### src/rtl/periph_bus_router.sv
// Registered request router: decodes each accepted request to the SPI memory path or one of
// NUM_SLAVES peripheral slots, with per-slot ack/fire-and-forget, wait timeout and decode errors.
module periph_bus_router #(
    parameter int unsigned ADDR_W         = 16,
    parameter int unsigned DATA_W         = 8,
    parameter int unsigned NUM_SLAVES     = 4,
    parameter logic [3:0]  PERIPH_NIBBLE  = 4'hF,
    parameter logic [3:0]  ACK_MASK       = 4'b0000,
    parameter int unsigned TIMEOUT_CYCLES = 255
) (
    input  logic                         clk_i,
    input  logic                         rst_n_i,
    input  logic                         req_start_i,
    input  logic [ADDR_W-1:0]            req_addr_i,
    input  logic                         req_rnw_i,
    input  logic [1:0]                   req_nbytes_i,
    input  logic [DATA_W-1:0]            req_wdata_i,
    output logic                         req_done_o,
    output logic                         req_busy_o,
    output logic                         req_err_o,
    output logic [2*DATA_W-1:0]          req_rdata_o,
    output logic [ADDR_W-1:0]            lat_addr_o,
    output logic                         lat_rnw_o,
    output logic [1:0]                   lat_nbytes_o,
    output logic [DATA_W-1:0]            lat_wdata_o,
    output logic                         mem_start_o,
    input  logic                         mem_done_i,
    input  logic [2*DATA_W-1:0]          mem_rdata_i,
    output logic [NUM_SLAVES-1:0]        periph_cs_o,
    input  logic [NUM_SLAVES-1:0]        periph_ack_i,
    input  logic [NUM_SLAVES*DATA_W-1:0] periph_rdata_i
);

    localparam int unsigned CNT_W = (TIMEOUT_CYCLES < 2) ? 1 : $clog2(TIMEOUT_CYCLES + 1);
    // The wait state times out in the cycle whose increment would reach TIMEOUT_CYCLES,
    // so a wait state lasts at most TIMEOUT_CYCLES cycles.
    localparam logic [CNT_W-1:0] TO_LAST = CNT_W'((TIMEOUT_CYCLES == 0) ? 0 : TIMEOUT_CYCLES - 1);

    typedef enum logic [2:0] {
        IDLE,
        MEM_START,
        MEM_WAIT,
        PER_SEL,
        PER_WAIT,
        RESP
    } state_e;

    state_e              state_q, state_d;
    logic [ADDR_W-1:0]   lat_addr_q, lat_addr_d;
    logic                lat_rnw_q, lat_rnw_d;
    logic [1:0]          lat_nbytes_q, lat_nbytes_d;
    logic [DATA_W-1:0]   lat_wdata_q, lat_wdata_d;
    logic [1:0]          slot_q, slot_d;
    logic                err_q, err_d;
    logic [2*DATA_W-1:0] rdata_q, rdata_d;
    logic [CNT_W-1:0]    cnt_q, cnt_d;

    logic [1:0]            acc_slot;
    logic                  acc_is_per;
    logic                  acc_dec_err;
    logic [NUM_SLAVES-1:0] slot_sel;
    logic                  ack_hit;
    logic                  ack_en;
    logic                  timeout_hit;
    logic [DATA_W-1:0]     slot_rdata;

    always_comb begin
        acc_slot    = req_addr_i[3:2];
        acc_is_per  = (req_addr_i[7:4] == PERIPH_NIBBLE);
        acc_dec_err = acc_is_per && (32'(acc_slot) >= NUM_SLAVES);
        slot_sel    = NUM_SLAVES'(1) << slot_q;
        ack_hit     = |(periph_ack_i & slot_sel);
        ack_en      = |(ACK_MASK[NUM_SLAVES-1:0] & slot_sel);
        timeout_hit = (TIMEOUT_CYCLES != 0) && (cnt_q == TO_LAST);
        slot_rdata  = '0;
        for (int unsigned s = 0; s < NUM_SLAVES; s++) begin
            if (32'(slot_q) == s) begin
                slot_rdata = periph_rdata_i[s*DATA_W +: DATA_W];
            end
        end
    end

    always_ff @(posedge clk_i or negedge rst_n_i) begin
        if (!rst_n_i) begin
            state_q      <= IDLE;
            lat_addr_q   <= '0;
            lat_rnw_q    <= 1'b0;
            lat_nbytes_q <= '0;
            lat_wdata_q  <= '0;
            slot_q       <= '0;
            err_q        <= 1'b0;
            rdata_q      <= '0;
            cnt_q        <= '0;
        end else begin
            state_q      <= state_d;
            lat_addr_q   <= lat_addr_d;
            lat_rnw_q    <= lat_rnw_d;
            lat_nbytes_q <= lat_nbytes_d;
            lat_wdata_q  <= lat_wdata_d;
            slot_q       <= slot_d;
            err_q        <= err_d;
            rdata_q      <= rdata_d;
            cnt_q        <= cnt_d;
        end
    end

    always_comb begin
        state_d      = state_q;
        lat_addr_d   = lat_addr_q;
        lat_rnw_d    = lat_rnw_q;
        lat_nbytes_d = lat_nbytes_q;
        lat_wdata_d  = lat_wdata_q;
        slot_d       = slot_q;
        err_d        = err_q;
        rdata_d      = rdata_q;
        cnt_d        = cnt_q;
        unique case (state_q)
            IDLE: begin
                if (req_start_i) begin
                    lat_addr_d   = req_addr_i;
                    lat_rnw_d    = req_rnw_i;
                    lat_nbytes_d = req_nbytes_i;
                    lat_wdata_d  = req_wdata_i;
                    slot_d       = acc_slot;
                    err_d        = acc_dec_err;
                    rdata_d      = '0;
                    cnt_d        = '0;
                    if (acc_dec_err) begin
                        state_d = RESP;
                    end else if (acc_is_per) begin
                        state_d = PER_SEL;
                    end else begin
                        state_d = MEM_START;
                    end
                end
            end
            MEM_START: begin
                cnt_d   = '0;
                state_d = MEM_WAIT;
            end
            MEM_WAIT: begin
                if (mem_done_i) begin
                    rdata_d = mem_rdata_i;
                    state_d = RESP;
                end else if (timeout_hit) begin
                    err_d   = 1'b1;
                    rdata_d = '0;
                    state_d = RESP;
                end else begin
                    cnt_d = cnt_q + CNT_W'(1);
                end
            end
            PER_SEL: begin
                cnt_d   = '0;
                state_d = ack_en ? PER_WAIT : RESP;
            end
            PER_WAIT: begin
                if (ack_hit) begin
                    rdata_d = {{DATA_W{1'b0}}, slot_rdata};
                    state_d = RESP;
                end else if (timeout_hit) begin
                    err_d   = 1'b1;
                    rdata_d = '0;
                    state_d = RESP;
                end else begin
                    cnt_d = cnt_q + CNT_W'(1);
                end
            end
            RESP: begin
                state_d = IDLE;
            end
            default: begin
                state_d = IDLE;
            end
        endcase
    end

    always_comb begin
        mem_start_o = (state_q == MEM_START);
        periph_cs_o = (state_q == PER_SEL) ? slot_sel : '0;
        req_done_o  = (state_q == RESP);
        req_err_o   = (state_q == RESP) && err_q;
        req_busy_o  = (state_q != IDLE);
    end

    assign req_rdata_o  = rdata_q;
    assign lat_addr_o   = lat_addr_q;
    assign lat_rnw_o    = lat_rnw_q;
    assign lat_nbytes_o = lat_nbytes_q;
    assign lat_wdata_o  = lat_wdata_q;

endmodule
### config.mk
export PLATFORM = sky130hd
export DESIGN_NAME = periph_bus_router
export DESIGN_NICKNAME = d
export VERILOG_FILES = /design/src/rtl/periph_bus_router.sv
export SDC_FILE = /design/constraint.sdc
export NUM_CORES = 1
export LEC_CHECK = 0
export BUFFER_PORTS_ARGS = -buffer_cell sky130_fd_sc_hd__buf_4
export CORE_AREA = 3 3 95 70
export CTS_CLUSTER_DIAMETER = 150
export DETAILED_ROUTE_END_ITERATION = 10
export DIE_AREA = 0 0 98 73
export GPL_TIMING_DRIVEN = 0
export HOLD_SLACK_MARGIN = 0.1
export PLACE_DENSITY = 0.84
export SLEW_MARGIN = 0
export SYNTH_ARGS = -nofsm -noshare
export SYNTH_HDL_FRONTEND = slang
export SYNTH_SLANG_ARGS = --single-unit
### constraint.sdc
create_clock -name clk_i -period 2.5 [get_ports clk_i]
set_input_delay 0.375 -clock clk_i [delete_from_list [all_inputs] [get_ports clk_i]]
set_output_delay 0.375 -clock clk_i [all_outputs]
set_load 0.02 [all_outputs]
==> results.toml, run 1 <==
[clocking]
cts_tree = "done"
clockRootBuffer = "clkbuf_8"
postCtsSetupRepairBufs = 0
ctsHoldBuffers = 0
cts_max_path_buffers = 2
h-tree-depth = 2
cts_sinks = 55
clk_pin_slew_ns = 0.10
insertion_delay_ns = 0.31
numCtsBuffers = 5

[critical_path]
end_kind = "output port"
worst_ep_required_time_ns = 2.12
path_cells = "clkbuf_1, inv_1, nor3b_1, and2_1, buf_4"
r2r-start = "state_q[2]$_DFFE_PN0P_"
crit_fanout = 10
path_class = "flop to output port"
r2r_cells = 5
arrival_ns = 1.83
start_kind = "flop"
crit_slowest_cell = "dfrtp_1"
slowest_delay_ns = 0.41
reg2reg_slack_ns = 0.37
reg2reg_to = "req_rdata_o[4]$_DFFE_PN0P_"

[detailed_routing]
via_per_inst = 5.36
drt-total-wl_um = 7390
drt_iter0_drc = 89
post_drt_wl_per_cell_um = 17.1
ant_nets = 0
drcViolationCount = 0
firstDrtPassIters = 4
vias = 2317

[placed_design]
gp_congestion = 0.870
pre_cts_ws_ns = 0.339
dp_hpwl_um = 5750
io_buffers = 133

[pwr]
p_total_mw = 4.31
ir_drop_v = 0.000776
p_leak_nw = 1.84
powerDensity_nw_per_um2 = 1120

[timing]
final_hold_viol_count = 0
fin_tns_setup_ns = 0
fin_ws_ns = 0.293
worst_slew_pin_slew_ns = 0.675
max-slew-margin-rel = 0.550
whs_ns = 0.0841
report.final.slew_viol_count = 0
fin_crit_sh = 0.883
finalCriticalPeriod_ns = 2.21
rsz0062_at_grt = "no"
finClkSkew_ns = 0.0107
max_freq_ghz = 0.453
setup_viol = 0

[yosys]
synth_edf_count = 0
ys_types = 46
async_flop_share = 1.00
ys_seq_elements = 55
syn_area_um2 = 2660
postSynthCellCount = 216
synth_nets = 301
synth_ff_type = "dfrtp_1"
seq_area_frac_synth = 0.518
ys_warn_count = 0
syn_avg_cell_area_um2 = 12.3

[final_layout]
finish.utilization = 0.675
diodes = 0
final_common_cell = "buf_4"
nets = 441
final_cell_mix = "buf_4, dfrtp_1, mux2_1"
syn_to_final_growth_pct = 45.5
drive_above_1_share = 0.440

[floorplanning]
io_pins = 134
start_util = 0.464
row_count = 23
dieArea_um2 = 7150
coreArea_um2 = 5730
die_width_um = 98
fp.dieH_um = 73

[grt]
grt_pass1_vias = 2499
grt_pass1_wl_um = 12100
antenna_found_initial = 0
grt.total_usage = 0.207
grt_max_degree = 56
grt_overflow_total = 0

[flow_run]
drv_cap = 0

[min_path]
min_path_type = "input pin to async pin"

[status]
status = "finished clean"
## layer usage
metal  wire, µm  vias up  track usage
li1           -     1086            -
met5          0        -            0
met2       3550      106        0.342
met4        121        0       0.0553
met3        746       14       0.0755
met1       2970     1111        0.261
## report_power, final
group	switching (mW)	internal [mW]	total [mW]	leakage (nW)
Clock	0.305	0.302	0.607	0.0548
Sequential	0.225	1.23	1.46	0.697
Combinational	1.23	1.02	2.25	1.09
Total	1.76	2.55	4.31	1.84
## layout make-up
cell class,count,area (µm²)
repair buffers,133,998
well taps,75,93.8
clock buffers,5,68.8
inverters,15,56.3
fillers,442,1860
multi-input cells,135,1180
plain buffers,11,45.0
clock inverters,3,46.3
flip-flops and latches,55,1380
## kinds of logic after synthesis
| logic type | count (synthesis) | share of synthesized area |
|---|---|---|
| buf+inv | 26 | 0.0377 |
| mux | 35 | 0.187 |
| fa+ha+maj | 2 | 0.00942 |
| compound gates | 50 | 0.144 |
| simple gates | 47 | 0.101 |
| flops | 55 | 0.518 |
| xor+xnor | 1 | 0.00330 |
## timing repair
action | in CTS | in global routing
resized for setup | 0 | 2
setup endpoints to repair | 0 | 1
endpoints found under the hold margin | 0 | 0
## worst max path at each step
stage | startpoint | to | cells after the start | slack (ns)
detailed placement | state_q[2]$_DFFE_PN0P_ | req_rdata_o[5]$_DFFE_PN0P_ | 5 | 0.34
CTS | lat_addr_o[2]$_DFFE_PN0P_ | periph_cs_o[1] | 4 | 0.08
global route | state_q[0]$_DFFE_PN0P_ | req_err_o | 5 | 0.06
global placement | state_q[2]$_DFFE_PN0P_ | req_rdata_o[6]$_DFFE_PN0P_ | 5 | 0.39
floorplan | state_q[0]$_DFFE_PN0P_ | req_err_o | 4 | 0.42
finish | state_q[0]$_DFFE_PN0P_ | req_err_o | 5 | 0.29
## worst max-delay path, delay by kind of cell, from the launching register on
kind | cells | cell delay (ns)
buffers and inverters | 3 | 0.71
flip-flops | 1 | 0.41
AND/OR/NAND/NOR | 2 | 0.42
## cells in the mapped netlist (2+ instances only)
| cell type | number | area share |
|---|---|---|
| a22o_1 | 8 | 0.026 |
| mux2_1 | 26 | 0.11 |
| a22oi_1 | 9 | 0.025 |
| a221o_1 | 2 | 0.0075 |
| a32o_1 | 2 | 0.0075 |
| nor2_1 | 4 | 0.0057 |
| mux4_2 | 9 | 0.076 |
| o211ai_1 | 2 | 0.0057 |
| clkbuf_1 | 4 | 0.0057 |
| a211oi_1 | 2 | 0.0057 |
| and3_1 | 4 | 0.0094 |
| nand2b_1 | 2 | 0.0047 |
| nand3_1 | 7 | 0.013 |
| dfrtp_1 | 55 | 0.52 |
| buf_1 | 5 | 0.0071 |
| inv_1 | 15 | 0.021 |
| nor3_1 | 5 | 0.0094 |
| o21ai_1 | 11 | 0.021 |
| nand2_1 | 8 | 0.011 |
| ha_1 | 2 | 0.0094 |
| or3_1 | 3 | 0.0071 |
| buf_2 | 2 | 0.0038 |
| and2_1 | 4 | 0.0094 |
| and4_1 | 2 | 0.0066 |
| nor3b_1 | 2 | 0.0057 |
## state kept, by name, indices dropped and copies added, names as in the netlist
signal	cells
lat_wdata_o	8
lat_nbytes_o	2
lat_rnw_o	1
lat_addr_o	16
err_q	1
state_q	3
cnt_q	8
req_rdata_o	16
## through the flow
stage | cells | instance area [µm²]
2_1_floorplan | 216 | 2660
3_3_place_gp | 424 | 3750
3_5_place_dp | 424 | 3750
4_1_cts | 432 | 3860
5_1_grt | 432 | 3860
6_report | 432 | 3860
Power figures use the tool's default switching activity.
==> inputs of run 2 (changes only) <==
--- a/config.mk
+++ b/config.mk
@@ -5,12 +5,13 @@
 export SDC_FILE = /design/constraint.sdc
 export NUM_CORES = 1
 export LEC_CHECK = 0
+export ABC_AREA = 1
 export BUFFER_PORTS_ARGS = -buffer_cell sky130_fd_sc_hd__buf_4
-export CORE_AREA = 3 3 95 70
+export CORE_AREA = 3 3 99 72
 export CTS_CLUSTER_DIAMETER = 150
 export DETAILED_ROUTE_END_ITERATION = 10
-export DIE_AREA = 0 0 98 73
-export GPL_TIMING_DRIVEN = 0
+export DIE_AREA = 0 0 102 75
+export GPL_TIMING_DRIVEN = 1
 export HOLD_SLACK_MARGIN = 0.1
 export PLACE_DENSITY = 0.84
 export SLEW_MARGIN = 0
==> run 2 against run 1 <==
Against the previous run:
- die area up 6.9%
- largest power group unchanged
- worst setup slack better by 0.038 ns
- global-route usage down 1.1 points
==> results.toml, run 2 <==
[final_layout]
syn_to_final_growth_pct = 39.1
final_cell_mix = "buf_4, nand2_1, dfrtp_1"
final_common_cell = "buf_4"
nets = 561
drive_above_1_share = 0.426
finish.utilization = 0.648
diodes = 0
fillers = 531

[placed_design]
dp_hpwl_um = 5960
gp_congestion = 0.839
io_buffers = 133
pre_cts_ws_ns = 0.663

[yosys]
synth_area_leaders = "dfrtp_1, nand2_1, mux2_2"
ys_warn_count = 0
synth_edf_count = 0
postSynthCellCount = 343
syn_area_um2 = 2910
async_flop_share = 1.00
yosysTopAreaCellShare = 0.473
synth_most_common_cell = "nand2_1"
synth_top_cell_by_area = "dfrtp_1"
synth_nets = 428
syn_avg_cell_area_um2 = 8.49
synth_common_cells = "nand2_1, dfrtp_1, nor2_1, inv_1, mux2_2"
ys_seq_elements = 55
seq_area_frac_synth = 0.473
synth_ff_type = "dfrtp_1"
ys_types = 32

[detailed_routing]
firstDrtPassIters = 4
ant_nets = 0
post_drt_wl_per_cell_um = 13.6
drt_iter0_drc = 111
drcViolationCount = 0
via_per_inst = 4.91
vias = 2725
drt-total-wl_um = 7530

[clocking]
ctsHoldBuffers = 0
cts_sinks = 55
clockRootBuffer = "clkbuf_8"
cts_max_path_buffers = 2
postCtsSetupRepairBufs = 0
ctsResizeCount = 0
cts_tree = "done"
numCtsBuffers = 5
clk_pin_slew_ns = 0.12
h-tree-depth = 2
insertion_delay_ns = 0.32

[critical_path]
crit_fanout = 6
end_kind = "output port"
worst_ep_required_time_ns = 2.12
path_class = "flop to output port"
arrival_ns = 1.79
start_kind = "flop"

[timing]
final_hold_viol_count = 0
fin_ws_ns = 0.331
finalCriticalPeriod_ns = 2.17
finClkSkew_ns = 0.0147
max-slew-margin-rel = 0.539
fin_tns_setup_ns = 0
max_freq_ghz = 0.461
setup_viol = 0
report.final.slew_viol_count = 0
rsz0062_at_grt = "no"
worst_slew_pin_slew_ns = 0.691
fin_crit_sh = 0.868

[floorplanning]
start_util = 0.466
row_count = 24
fp.dieH_um = 75
die_width_um = 102
coreArea_um2 = 6250
dieArea_um2 = 7650
io_pins = 134

[pwr]
powerDensity_nw_per_um2 = 1060
p_leak_nw = 2.16
ir_drop_v = 0.000627

[min_path]
min_path_type = "input pin to async pin"

[flow_run]
drv_cap = 0

[grt]
grt.total_usage = 0.196
grt_overflow_total = 0
grt_max_degree = 56
grt_pass1_wl_um = 11900
grt_pass1_vias = 2624
antenna_found_initial = 0

[status]
status = "finished clean"
run 2: through the flow:
step	total power [mW]	instance area, µm²	cells	hold WS, ns
2_1_floorplan	2.97	2910	343	0.0794
3_3_place_gp	3.71	3950	547	0.458
3_5_place_dp	3.79	3950	547	0.460
4_1_cts	4.32	4050	555	0.117
5_1_grt	4.58	4050	555	0.145
6_report	4.28	4050	555	0.0970
run 2: power by group:
part | total, mW | internal [mW] | switching (mW)
sequential | 1.48 | 1.22 | 0.263
clock | 0.524 | 0.208 | 0.316
combinational | 2.28 | 0.961 | 1.32
run 2: worst max-delay path: stages, from the launching register on:
cell,delay [ns]
dfrtp_1,0.50
inv_1,0.07
nor3_1,0.33
inv_1,0.15
nor3_1,0.23
buf_4,0.20
run 2: final cells by class:
cell class / count / area, µm² / share of cell area
Inverter: 32 / 123 / 0.0303
Timing Repair Buffer: 134 / 1010 / 0.248
Sequential cell: 55 / 1380 / 0.340
Multi-Input combinational cell: 248 / 1350 / 0.333
Clock inverter: 3 / 27.5 / 0.00680
Clock buffer: 5 / 68.8 / 0.0170
Tap cell: 78 / 97.6 / 0.0241
run 2: worst paths after layout:
path	from	end	slack [ns]	depth (start not counted)
hold / removal	rst_n_i	lat_addr_o[10]$_DFFE_PN0P_	0.1	1
setup / recovery	state_q[1]$_DFFE_PN0P_	periph_cs_o[1]	0.33	5
min in group clk_i	mem_rdata_i[11]	req_rdata_o[11]$_DFFE_PN0P_	0.27	3
hold reg to reg	req_rdata_o[3]$_DFFE_PN0P_	req_rdata_o[3]$_DFFE_PN0P_	0.48	2
setup reg to reg	lat_addr_o[3]$_DFFE_PN0P_	cnt_q[6]$_DFFE_PN0P_	0.61	9
max in group asynchronous	rst_n_i	lat_addr_o[0]$_DFFE_PN0P_	1.95	1
run 2: routing by layer:
| layer | wire (µm) | track usage | up-vias |
|---|---|---|---|
| li1 | - | - | 1350 |
| met1 | 3100 | 0.232 | 1281 |
| met2 | 3690 | 0.341 | 86 |
| met3 | 656 | 0.0713 | 8 |
| met4 | 83 | 0.0524 | 0 |
| met5 | 0 | 0 | - |
run 2: kinds of logic (layout without fill, tap and decap cells):
logic type               Yosys count  in the layout  share of synthesized area
adder cells (fa/ha/maj)            2              2                    0.00859
multiplexers                      23             23                     0.0890
AND/OR/NAND/NOR                  197            197                      0.315
flip-flops                        55             55                      0.473
buffers and inverters             40            174                     0.0636
AO/OA/AOI/OAI                     23             23                     0.0421
XOR/XNOR                           3              3                    0.00903
==> inputs of run 3 (changes only) <==
--- a/config.mk
+++ b/config.mk
@@ -7,10 +7,11 @@
 export LEC_CHECK = 0
 export ABC_AREA = 1
 export BUFFER_PORTS_ARGS = -buffer_cell sky130_fd_sc_hd__buf_4
-export CORE_AREA = 3 3 99 72
+export CORE_AREA = 3 3 98 72
+export CTS_BUF_LIST = sky130_fd_sc_hd__clkbuf_4 sky130_fd_sc_hd__clkbuf_8
 export CTS_CLUSTER_DIAMETER = 150
 export DETAILED_ROUTE_END_ITERATION = 10
-export DIE_AREA = 0 0 102 75
+export DIE_AREA = 0 0 101 75
 export GPL_TIMING_DRIVEN = 1
 export HOLD_SLACK_MARGIN = 0.1
 export PLACE_DENSITY = 0.84
==> run 3 against run 2 <==
Against the previous run:
- combinational power hardly changed
- clock power is 1% higher
- cell area stayed put
- register-to-register slack hardly changed
- critical path depth stayed put
- critical path type unchanged
- highest routed layer unchanged
==> results.toml, run 3 (same netlist as run 2, synthesis figures left out) <==
[critical_path]
cpLargestDelayFamily = "simple AND/OR/NAND/NOR gates"
reg2reg_slack_ns = 0.62
end_kind = "output port"
crit_path_end = "periph_cs_o[2]"
worst_ep_required_time_ns = 2.12
cp.depth = 5
start_kind = "flop"
arrival_ns = 1.79
cp_num_buf_inv = 3
reg2reg_to = "cnt_q[4]$_DFFE_PN0P_"
path_cells = "inv_1, nor3_1, inv_1, nor3_1, buf_4"
crit_slowest_cell = "dfrtp_1"
worstSetupStartpoint = "state_q[1]$_DFFE_PN0P_"
r2r-start = "lat_addr_o[3]$_DFFE_PN0P_"
r2r_cells = 9
slowest_delay_ns = 0.51
crit_fanout = 6
path_class = "flop to output port"

[pwr]
ir_drop_v = 0.000711
p_leak_nw = 2.16
p_total_mw = 4.29
powerDensity_nw_per_um2 = 1060

[detailed_routing]
drcViolationCount = 0
drt_iter0_drc = 123
firstDrtPassIters = 4
via_per_inst = 4.97
post_drt_wl_per_cell_um = 13.9
ant_nets = 0
route.met2.wl_um = 3770
met1_length_um = 3130
wl_met3_um = 644
drt-total-wl_um = 7700
routed.top_layer = "met4"
vias = 2759

[placed_design]
gp_congestion = 0.890
dp_hpwl_um = 6050
io_buffers = 133

[clocking]
cts_max_path_buffers = 2
insertion_delay_ns = 0.32
h-tree-depth = 2
postCtsSetupRepairBufs = 0
ctsResizeCount = 0
numCtsBuffers = 5
clk_pin_slew_ns = 0.11
cts_sinks = 55
cts_tree = "done"
clockRootBuffer = "clkbuf_8"
ctsHoldBuffers = 0

[floorplanning]
row_count = 24
dieArea_um2 = 7580
die_width_um = 101
coreArea_um2 = 6190
fp.dieH_um = 75
io_pins = 134
start_util = 0.471

[grt]
antenna_found_initial = 0
grt_pass1_vias = 2679
grt_pass1_wl_um = 12200
grt.total_usage = 0.205
grt_overflow_total = 0
grt_max_degree = 56

[final_layout]
drive_above_1_share = 0.426
syn_to_final_growth_pct = 39.1
diodes = 0
multi_input_area_um2 = 1350
nets = 561
final_cell_mix = "buf_4, nand2_1, dfrtp_1"
final_common_cell = "buf_4"
fillers = 503
finish.utilization = 0.655
regArea_um2 = 1380

[min_path]
min_path_type = "input pin to async pin"

[timing]
fin_tns_setup_ns = 0
max_freq_ghz = 0.461
rsz0062_at_grt = "no"
final_hold_viol_count = 0
report.final.slew_viol_count = 0
worst_slew_pin_slew_ns = 0.687
finClkSkew_ns = 0.00725
fin_crit_sh = 0.867
setup_viol = 0
max-slew-margin-rel = 0.542
finalCriticalPeriod_ns = 2.17

[status]
status = "finished clean"

[flow_run]
drv_cap = 0
[run 3: report_power, final]
| group | switching [mW] | leakage, nW | internal, mW |
|---|---|---|---|
| Sequential | 0.266 | 0.699 | 1.22 |
| Clock | 0.320 | 0.0467 | 0.208 |
| Combinational | 1.31 | 1.42 | 0.962 |
| Total | 1.90 | 2.16 | 2.39 |
[run 3: layout make-up]
cell class              instances  share of cell area
multi-input cells             248               0.333
inverters                      32              0.0303
well taps                      78              0.0241
repair buffers                134               0.248
clock inverters                 3             0.00680
clock buffers                   5              0.0170
flip-flops and latches         55               0.340
[run 3: through the flow]
stage / area, µm² / hold slack, ns / cells / setup slack (ns)
2_1_floorplan: 2910 / 0.0794 / 343 / 0.759
3_3_place_gp: 3950 / 0.458 / 547 / 0.730
4_1_cts: 4050 / 0.113 / 555 / 0.350
5_1_grt: 4050 / 0.119 / 555 / 0.230
6_report: 4050 / 0.0947 / 555 / 0.333
3_5_place_dp: 3950 / 0.463 / 547 / 0.657
[run 3: worst register-to-register path: cells and delay by family (launching register included)]
| family | cells | cell delay (ns) |
|---|---|---|
| buffers and inverters | 1 | 0.20 |
| DFF | 1 | 0.62 |
| and+or+nand+nor | 8 | 0.95 |
[run 3: routing by layer]
layer,vias up,GRT usage
met5,-,0
met4,0,0.0723
met3,15,0.0593
met2,101,0.354
met1,1290,0.250
li1,1353,-
[run 3: worst min path at each step]
stage / startpoint / endpoint / slack (ns)
floorplan: rst_n_i / cnt_q[0]$_DFFE_PN0P_ / 0.08
global placement: rst_n_i / req_rdata_o[8]$_DFFE_PN0P_ / 0.46
detailed placement: rst_n_i / req_rdata_o[12]$_DFFE_PN0P_ / 0.46
CTS: rst_n_i / lat_addr_o[15]$_DFFE_PN0P_ / 0.11
global route: rst_n_i / req_rdata_o[8]$_DFFE_PN0P_ / 0.12
finish: rst_n_i / req_rdata_o[10]$_DFFE_PN0P_ / 0.09
